`src/rtl/psg_wave_fetch.sv`:
```
// psg_wave_fetch: system-side bus-cycle engine of the PSG wave-table arbiter
// tree. Runs the granted channel's read on the system bus, returns the sample
// with a one-hot data-valid pulse, and tells the arbiter when the bus is free.
// A cycle counter aborts stalled reads so the arbitration tree cannot lock up.

module psg_wave_fetch #(
    parameter int ADDR_W  = 24,
    parameter int DATA_W  = 16,
    parameter int TIMEOUT = 255
) (
    input  logic                  clk,
    input  logic                  rst,
    input  logic                  ce,
    input  logic [7:0]            req,
    input  logic [7:0]            sel,
    input  logic [2:0]            seln,
    input  logic [8*ADDR_W-1:0]   adr_ch,
    output logic                  arb_ack,
    output logic                  cyc_o,
    output logic                  stb_o,
    output logic                  we_o,
    output logic [ADDR_W-1:0]     adr_o,
    input  logic [DATA_W-1:0]     dat_i,
    input  logic                  ack_i,
    output logic [DATA_W-1:0]     dat_o,
    output logic [7:0]            dv,
    output logic                  err
);

    typedef enum logic [1:0] {
        IDLE = 2'd0,
        BUS  = 2'd1,
        DONE = 2'd2
    } state_t;

    // Last counter value allowed before the bus cycle is abandoned.
    localparam logic [7:0] TO_LAST = 8'(TIMEOUT - 1);

    state_t              state;
    state_t              state_nxt;
    logic                upd;
    logic [2:0]          chan;
    logic [7:0]          cnt;
    logic                cyc;
    logic                err_q;
    logic                launch;
    logic                bus_ack;
    logic                bus_to;
    logic [ADDR_W-1:0]   adr_sel;

    // Address of the channel currently named by the arbiter.
    always_comb begin
        adr_sel = '0;
        for (int n = 0; n < 8; n++) begin
            if (seln == 3'(n)) begin
                adr_sel = adr_ch[n*ADDR_W +: ADDR_W];
            end
        end
    end

    // Next-state decode; ack_i wins over the timeout when both happen together.
    always_comb begin
        state_nxt = state;
        arb_ack   = 1'b0;
        launch    = 1'b0;
        bus_ack   = 1'b0;
        bus_to    = 1'b0;
        case (state)
            IDLE: begin
                arb_ack = 1'b1;
                // upd marks that sel/seln were refreshed at the previous edge
                if (upd && (sel != 8'd0) && req[seln]) begin
                    launch    = 1'b1;
                    state_nxt = BUS;
                end
            end
            BUS: begin
                if (ack_i) begin
                    bus_ack   = 1'b1;
                    state_nxt = DONE;
                end else if (cnt == TO_LAST) begin
                    bus_to    = 1'b1;
                    state_nxt = DONE;
                end
            end
            DONE: begin
                state_nxt = IDLE;
            end
            default: begin
                state_nxt = IDLE;
            end
        endcase
    end

    // State register.
    always_ff @(posedge clk) begin
        if (rst) begin
            state <= IDLE;
        end else begin
            state <= state_nxt;
        end
    end

    // Control registers: arbiter-update flag, owning channel, wait counter, bus cycle, error flag.
    always_ff @(posedge clk) begin
        if (rst) begin
            upd   <= 1'b0;
            chan  <= 3'd0;
            cnt   <= 8'd0;
            cyc   <= 1'b0;
            err_q <= 1'b0;
        end else begin
            upd <= ce & arb_ack;
            if (launch) begin
                chan <= seln;
                cnt  <= 8'd0;
                cyc  <= 1'b1;
            end else if (state == BUS) begin
                if (bus_ack || bus_to) begin
                    cyc   <= 1'b0;
                    err_q <= bus_to;
                end else begin
                    cnt <= cnt + 8'd1;
                end
            end
        end
    end

    // Bus address and returned sample; dat_o holds until the next completion.
    always_ff @(posedge clk) begin
        if (rst) begin
            adr_o <= '0;
            dat_o <= '0;
        end else begin
            if (launch) begin
                adr_o <= adr_sel;
            end
            if (bus_ack) begin
                dat_o <= dat_i;
            end else if (bus_to) begin
                dat_o <= '0;
            end
        end
    end

    assign cyc_o = cyc;
    assign stb_o = cyc;
    assign we_o  = 1'b0;
    assign dv    = (state == DONE) ? (8'd1 << chan) : 8'd0;
    assign err   = (state == DONE) & err_q;

endmodule

```
`config.mk`:
```
export PLATFORM = sky130hd
export DESIGN_NAME = psg_wave_fetch
export DESIGN_NICKNAME = d
export VERILOG_FILES = /design/src/rtl/psg_wave_fetch.sv
export SDC_FILE = /design/constraint.sdc
export NUM_CORES = 1
export LEC_CHECK = 0
export CAP_MARGIN = 30
export CORE_ASPECT_RATIO = 0.6
export CORE_MARGIN = 8
export CORE_UTILIZATION = 36
export CTS_CLUSTER_DIAMETER = 200
export DETAILED_ROUTE_END_ITERATION = 6
export PLACE_DENSITY_LB_ADDON = 0.08
export SYNTH_ARGS = -nofsm -noshare
export SYNTH_HDL_FRONTEND = slang
export SYNTH_SLANG_ARGS = --single-unit
```
`constraint.sdc`:
```
create_clock -name clk -period 3.16 [get_ports clk]
set_input_delay 0.79 -clock clk [delete_from_list [all_inputs] [get_ports clk]]
set_output_delay 0.79 -clock clk [all_outputs]
set_load 0.01 [all_outputs]
```
# Word level (Yosys, flattened, before mapping)
# Cells that the tools add are included.
dict set report totals {
  reg_bits 56
  output_inout_bits 53
  inputBits 231
}
dict set report classes {
  n_reduce_logical 14
  shifts 1
  n_eq_ne 12
  muxes 28
  n_addsub 1
  order_cmp 1
  bitwise 4
}
# op n
set ops {}
lappend ops {{24-bit two-way mux} 8}
lappend ops {{16-bit two-way mux} 2}
lappend ops {{3-bit equality test, second input constant} 4}
lappend ops {{1-bit two-way mux} 12}
lappend ops {{8-bit by 1-bit adder with 8-bit output, second input constant} 1}
lappend ops {{8-bit equality test, second input constant} 1}
lappend ops {{8-bit two-way mux} 1}
lappend ops {{8-bit nonzero test} 1}
lappend ops {{1-bit by 3-bit << shifter with 8-bit output, first input constant} 1}
lappend ops {{3-bit by 2-bit equality test with 1-bit output, second input constant} 2}
lappend ops {{2-bit two-way mux} 3}
lappend ops {{2-bit AND reduction} 3}
lappend ops {{2-bit nonzero test} 3}
lappend ops {{3-bit by 4-bit less-than comparator with 1-bit output, second input constant} 1}
lappend ops {{2-bit one-hot mux with 2 select lines} 1}
lappend ops {{1-bit binary-select mux with 3-bit select} 1}
lappend ops {{3-bit by 1-bit equality test with 1-bit output, second input constant} 1}
lappend ops {{3-bit logical NOT} 1}
lappend ops {{3-bit inequality test, second input constant} 1}
lappend ops {{3-bit AND reduction} 1}
lappend ops {{1-bit bitwise AND} 2}
lappend ops {{2-bit by 1-bit equality test with 1-bit output, second input constant} 1}
lappend ops {{2-bit equality test, second input constant} 1}
lappend ops {{1-bit logical AND} 2}
lappend ops {{5 further kinds} 6}

# Depth between registers and ports, before layout
dict set report logic_depth {
  word_depth 9
  mapped_depth 9
  mapped_depth_nobuf 7
}

# Worst setup path before layout
# No wires, ideal clock.
dict set report synth_timing {
  kind {input -> register}
  start {in seln[1]}
  end {reg cnt[1]}
  slack_ns 0.887
  stages 6
  arrival_ns 2.161
  setup_time_ns 0.112
  cell_sequence {buf_2 nor2b_1 a2111oi_1 nor4b_4 buf_2 a2111oi_1}
}
dict set report synth_between {
  elab_chain_cells 6
}
# element line
set synth_lines {}
lappend synth_lines {{start, declared} 16} ;# input logic [2:0] seln,
lappend synth_lines {{1-bit binary-select mux with 3-bit select} 72} ;# if (upd && (sel != 8'd0) && req[seln]) begin
lappend synth_lines {{1-bit two-way mux (implied by the code)} 72}
lappend synth_lines {{1-bit logical AND} 72}
lappend synth_lines {{1-bit two-way mux} 72}
lappend synth_lines {{1-bit two-way mux} 68} ;# case (state)
lappend synth_lines {{2-bit OR reduction (no line)} --}
lappend synth_lines {{end signal, assigned} 123} ;# cnt <= cnt + 8'd1;
lappend synth_lines {{end, declared} 43} ;# logic [7:0] cnt;
# Every way passes these cells. The select of a mux whose other input is x is not followed.
# A chain may end at the register's enable or synchronous reset.

# Worst setup path after layout
dict set report layout_timing {
  start {reg state[1]}
  end {out dv[0]}
}
dict set report layout_between {
  elab_chain_cells 2
}
# element line
set layout_lines {}
lappend layout_lines {{start, declared} 39} ;# state_t state;
lappend layout_lines {{start signal, assigned} 100} ;# state <= state_nxt;
lappend layout_lines {{2-bit equality test} 149} ;# assign dv = (state == DONE) ? (8'd1 << chan) : 8'd0;
lappend layout_lines {{8-bit two-way mux} 149}
lappend layout_lines {{end, declared} 26} ;# output logic [7:0] dv,
# Every way passes these cells.

==> impl_metrics.csv <==
group,metric,value,unit
yosys,syn_area_per_cell,10.04,µm²
floorplan,start_util,36.79,%
sta,setup_viol,0,
drt,vias,4057,
cts,cts.clk_slew.worst_paths,0.08,ns
floorplan,ios,284,
critical_path,required,2.37,ns
cts,cts_hold_buffers,0,
sta,fmaxAchievable,394.7,MHz
min_path,min_path_cells,1,
critical_path,cp_slowest_stage_delay,0.57,ns
sta,fin_crit_sh,80.18,%
power,cellLeakagePower,0.002388,µW
flow_run,max-cap-violations,0,
critical_path,worstPathMaxFanout,4,
yosys,yosysWarnings,0,
critical_path,start_kind,"register",
sta,worstMarginPinSlew,0.6925,ns
drt,first_pass_iters,4,
drt,drtAntennaViolNets,0,
floorplan,fp.dieW,145.0,µm
yosys,ys_async_sr_fraction,0,%
place,hpwl,13.45,mm
sta,finalHoldViolCount,0,
critical_path,worstSetupPathType,"reg2out",
power,total_power,1993,µW
sta,finalClockSkew,0.007725,ns
layout,drive_gt1_share,9.791,%
critical_path,critPathCaptureType,"output port",
sta,max-slew-margin-rel,53.84,%
yosys,syn_nets,591,
yosys,ys_seq_area_share,31.18,%
global_route,grt_pass1_vias,4354,
cts,cts_tree,"done",
critical_path,r2r_slack,0.97,ns
power,comb_power_share,33.3,%
power,power_frac_clock,28.7,%
layout,area_growth,85.59,%
min_path,min_from,"dat_o[9]$_SDFFE_PP0P_",
place,place_worst_setup_slack,0.3495,ns
critical_path,crit_family,"buffers and inverters",
min_path,hold_class,"reg2reg",
cts,clockRootBuffer,"clkbuf_16",
floorplan,rows,28,
global_route,grt.total_usage,22.59,%
floorplan,dieArea,13550,µm²
layout,layout.nets,855,
layout,n_antenna_cell,0,
critical_path,arrival,1.74,ns
drt,drt_iter0_drc,273,
cts,clock_latency,0.29,ns
cts,post_cts_buffers,0,
sta,fin_ws,0.6265,ns
floorplan,core,9774,µm²
sta,min_period,2.534,ns
sta,whs,0.4835,ns
cts,clock_sinks,56,
place,dp_cells,750,
cts,cts_inserted_buffers,5,
yosys,ys_top_cells_by_area,"dfxtp_1 31%, mux4_2 26%, a22o_1 4.1%, nor2_1 4.1%, nand2_1 3.9%",
place,place_congestion,0.8669,
sta,rsz0062_at_grt,"false",
cts,cts_max_path_buffers,2,
yosys,synth_top_area_share,31.18,%
critical_path,cp.depth,4,
layout,seq_area,1121,µm²
yosys,synth_edf_count,0,
critical_path,critical_path_buf_inv_count,1,
power,switchingPower,511.8,µW
drt,drt-total-wl,15.89,mm
min_path,hold_end,"dat_o[9]$_SDFFE_PP0P_",
place,port_buffers,282,
power,peakVddDrop,0.0002819,V
critical_path,reg2reg_to,"dat_o[11]$_SDFFE_PP0P_",
drt,drc_errors,0,
sta,setup_tns,0,ns
global_route,grt_pass1_wl,24.43,mm
power,p_sw_share,25.68,%
layout,fin_cells,758,
critical_path,reg2regPathDepth,7,
critical_path,cp_cell_sequence,"nor2b_1 -> nand2b_1 -> nor3_1 -> clkdlybuf4s50_1",
power,p_int,1481,µW
yosys,synth_ff_type,"dfxtp_1",
global_route,grt-ovfl-total,0,
floorplan,die_h,93.42,µm
critical_path,timing.rr.start,"cnt[0]$_SDFFE_PP0P_",
layout,multi_input_area,2305,µm²
global_route,grt_max_degree,49,
yosys,ys_ff_latch,56,
sta,final_max_slew_viol_count,0,
cts,cts_resized,0,
critical_path,crit_slowest_cell,"clkdlybuf4s50_1",
yosys,synthesis.area,3596,µm²
yosys,synthCells,358,
global_route,antenna_found_initial,0,
drt,wire_per_inst,20.96,µm
drt,viasPerCell,5.352,
layout,fill_cells,735,
yosys,synth_cell_types,41,
cts,h-tree-depth,2,
power,powerDensity,298.6,nW/µm²
power,power.share.sequential,38.0,%
outcome,status,"finished clean",
yosys,synth.largest_area_cell,"dfxtp_1",
layout by cell type, fill, tap and decap left out, drive strengths merged, types with 2 or more instances in the layout:
cell type and n:
and4 2, a211oi 6, o21ai 11, and2 3, a31oi 7, nand2 37
mux2i 12, nor2b 5, nand3 5, nand4 5, buf 11, mux4 41
nand4b 3, a21oi 11, a2111oi 2, or4 2, inv 6, nand2b 5
clkbuf 5, xor2 6, nor3 10, a41o 3, a22o 17, a311oi 15
and3 4, ha 2, nor2 39, dfxtp 56, clkdlybuf4s50 280
synth_stat cells (all sizes together) (2+ instances only):
cell and n:
a22o 17, a2111oi 2, inv 5, a311oi 15, a211oi 6, and2 3
nand4 5, mux2i 12, a21oi 11, dfxtp 56, nand2 37, o21ai 11
nor3 10, and3 4, buf 18, ha 2, mux4 41, and4 2
nand4b 3, a31oi 7, clkbuf 16, nand2b 5, a41o 3, nand3 5
xor2 6, or4 2, nor2b 5, nor2 39
power by group through the flow:
stage,Combinational [µW],Sequential [µW],Clock (µW)
after floorplan,250,784,0
after global placement,652,771,0
after detailed placement,667,773,0
after CTS,669,756,587
after global routing,711,761,621
final,664,756,573
registers in the layout, indices dropped and copies added, names as in the netlist:
| name | cells |
|---|---|
| adr_o | 24 |
| chan | 3 |
| cnt | 8 |
| cyc_o | 1 |
| dat_o | 16 |
| err_q | 1 |
| state | 2 |
| upd | 1 |
area by class of cell:
class                           instances  share of cell area, %
Tap cell                              135                  2.531
Timing Repair Buffer                  291                  43.57
Inverter                                5                 0.2812
Multi-Input combinational cell        263                  34.53
Sequential cell                        56                  16.80
Clock inverter                          3                 0.4124
Clock buffer                            5                  1.875
how the worst max path moves through the flow:
stage / startpoint / to / slack (ns)
2_1_floorplan: seln[1] / cnt[1]$_SDFFE_PP0P_ / 0.89
3_3_place_gp: seln[0] / adr_o[7]$_SDFFE_PP0P_ / 0.43
3_5_place_dp: sel[5] / cnt[1]$_SDFFE_PP0P_ / 0.35
4_1_cts: state[1]$_SDFFE_PP0P_ / dv[0] / 0.62
5_1_grt: seln[0] / adr_o[3]$_SDFFE_PP0P_ / 0.45
6_report: state[1]$_SDFFE_PP0P_ / dv[0] / 0.63
worst register-to-register path: cells and delay by family (launching register included):
kind / cells / cell delay (ns)
buffers and inverters: 1 / 0.07
AO/OA/AOI/OAI: 2 / 0.41
adder cells (fa/ha/maj): 1 / 0.18
flip-flops: 1 / 0.40
AND/OR/NAND/NOR: 3 / 1.06
stage by stage:
step | area, µm² | util [%]
3_3_place_gp | 6521 | 66.72
5_1_grt | 6674 | 68.28
4_1_cts | 6674 | 68.28
2_1_floorplan | 3596 | -
6_report | 6674 | 68.28
3_5_place_dp | 6521 | 66.72
routing by layer:
metal / part of all wire [%] / routed length [µm] / up-vias / track usage (%)
met5: 0 / 0 / - / 0
met1: 38 / 6090 / 1957 / 25.49
met2: 53 / 8376 / 172 / 41.95
met4: 1.0 / 161 / 0 / 3.829
li1: - / - / 1916 / -
met3: 7.9 / 1260 / 12 / 7.088
cells by family after synthesis:
group	Yosys count	share of synthesized area, %
simple gates	123	16.60
compound gates	77	15.97
flops	56	31.18
mux	53	29.02
buf+inv	39	4.732
xor+xnor	7	1.705
fa+ha+maj	2	0.6958
other cells	1	0.1043
Power figures use the tool's default switching activity.
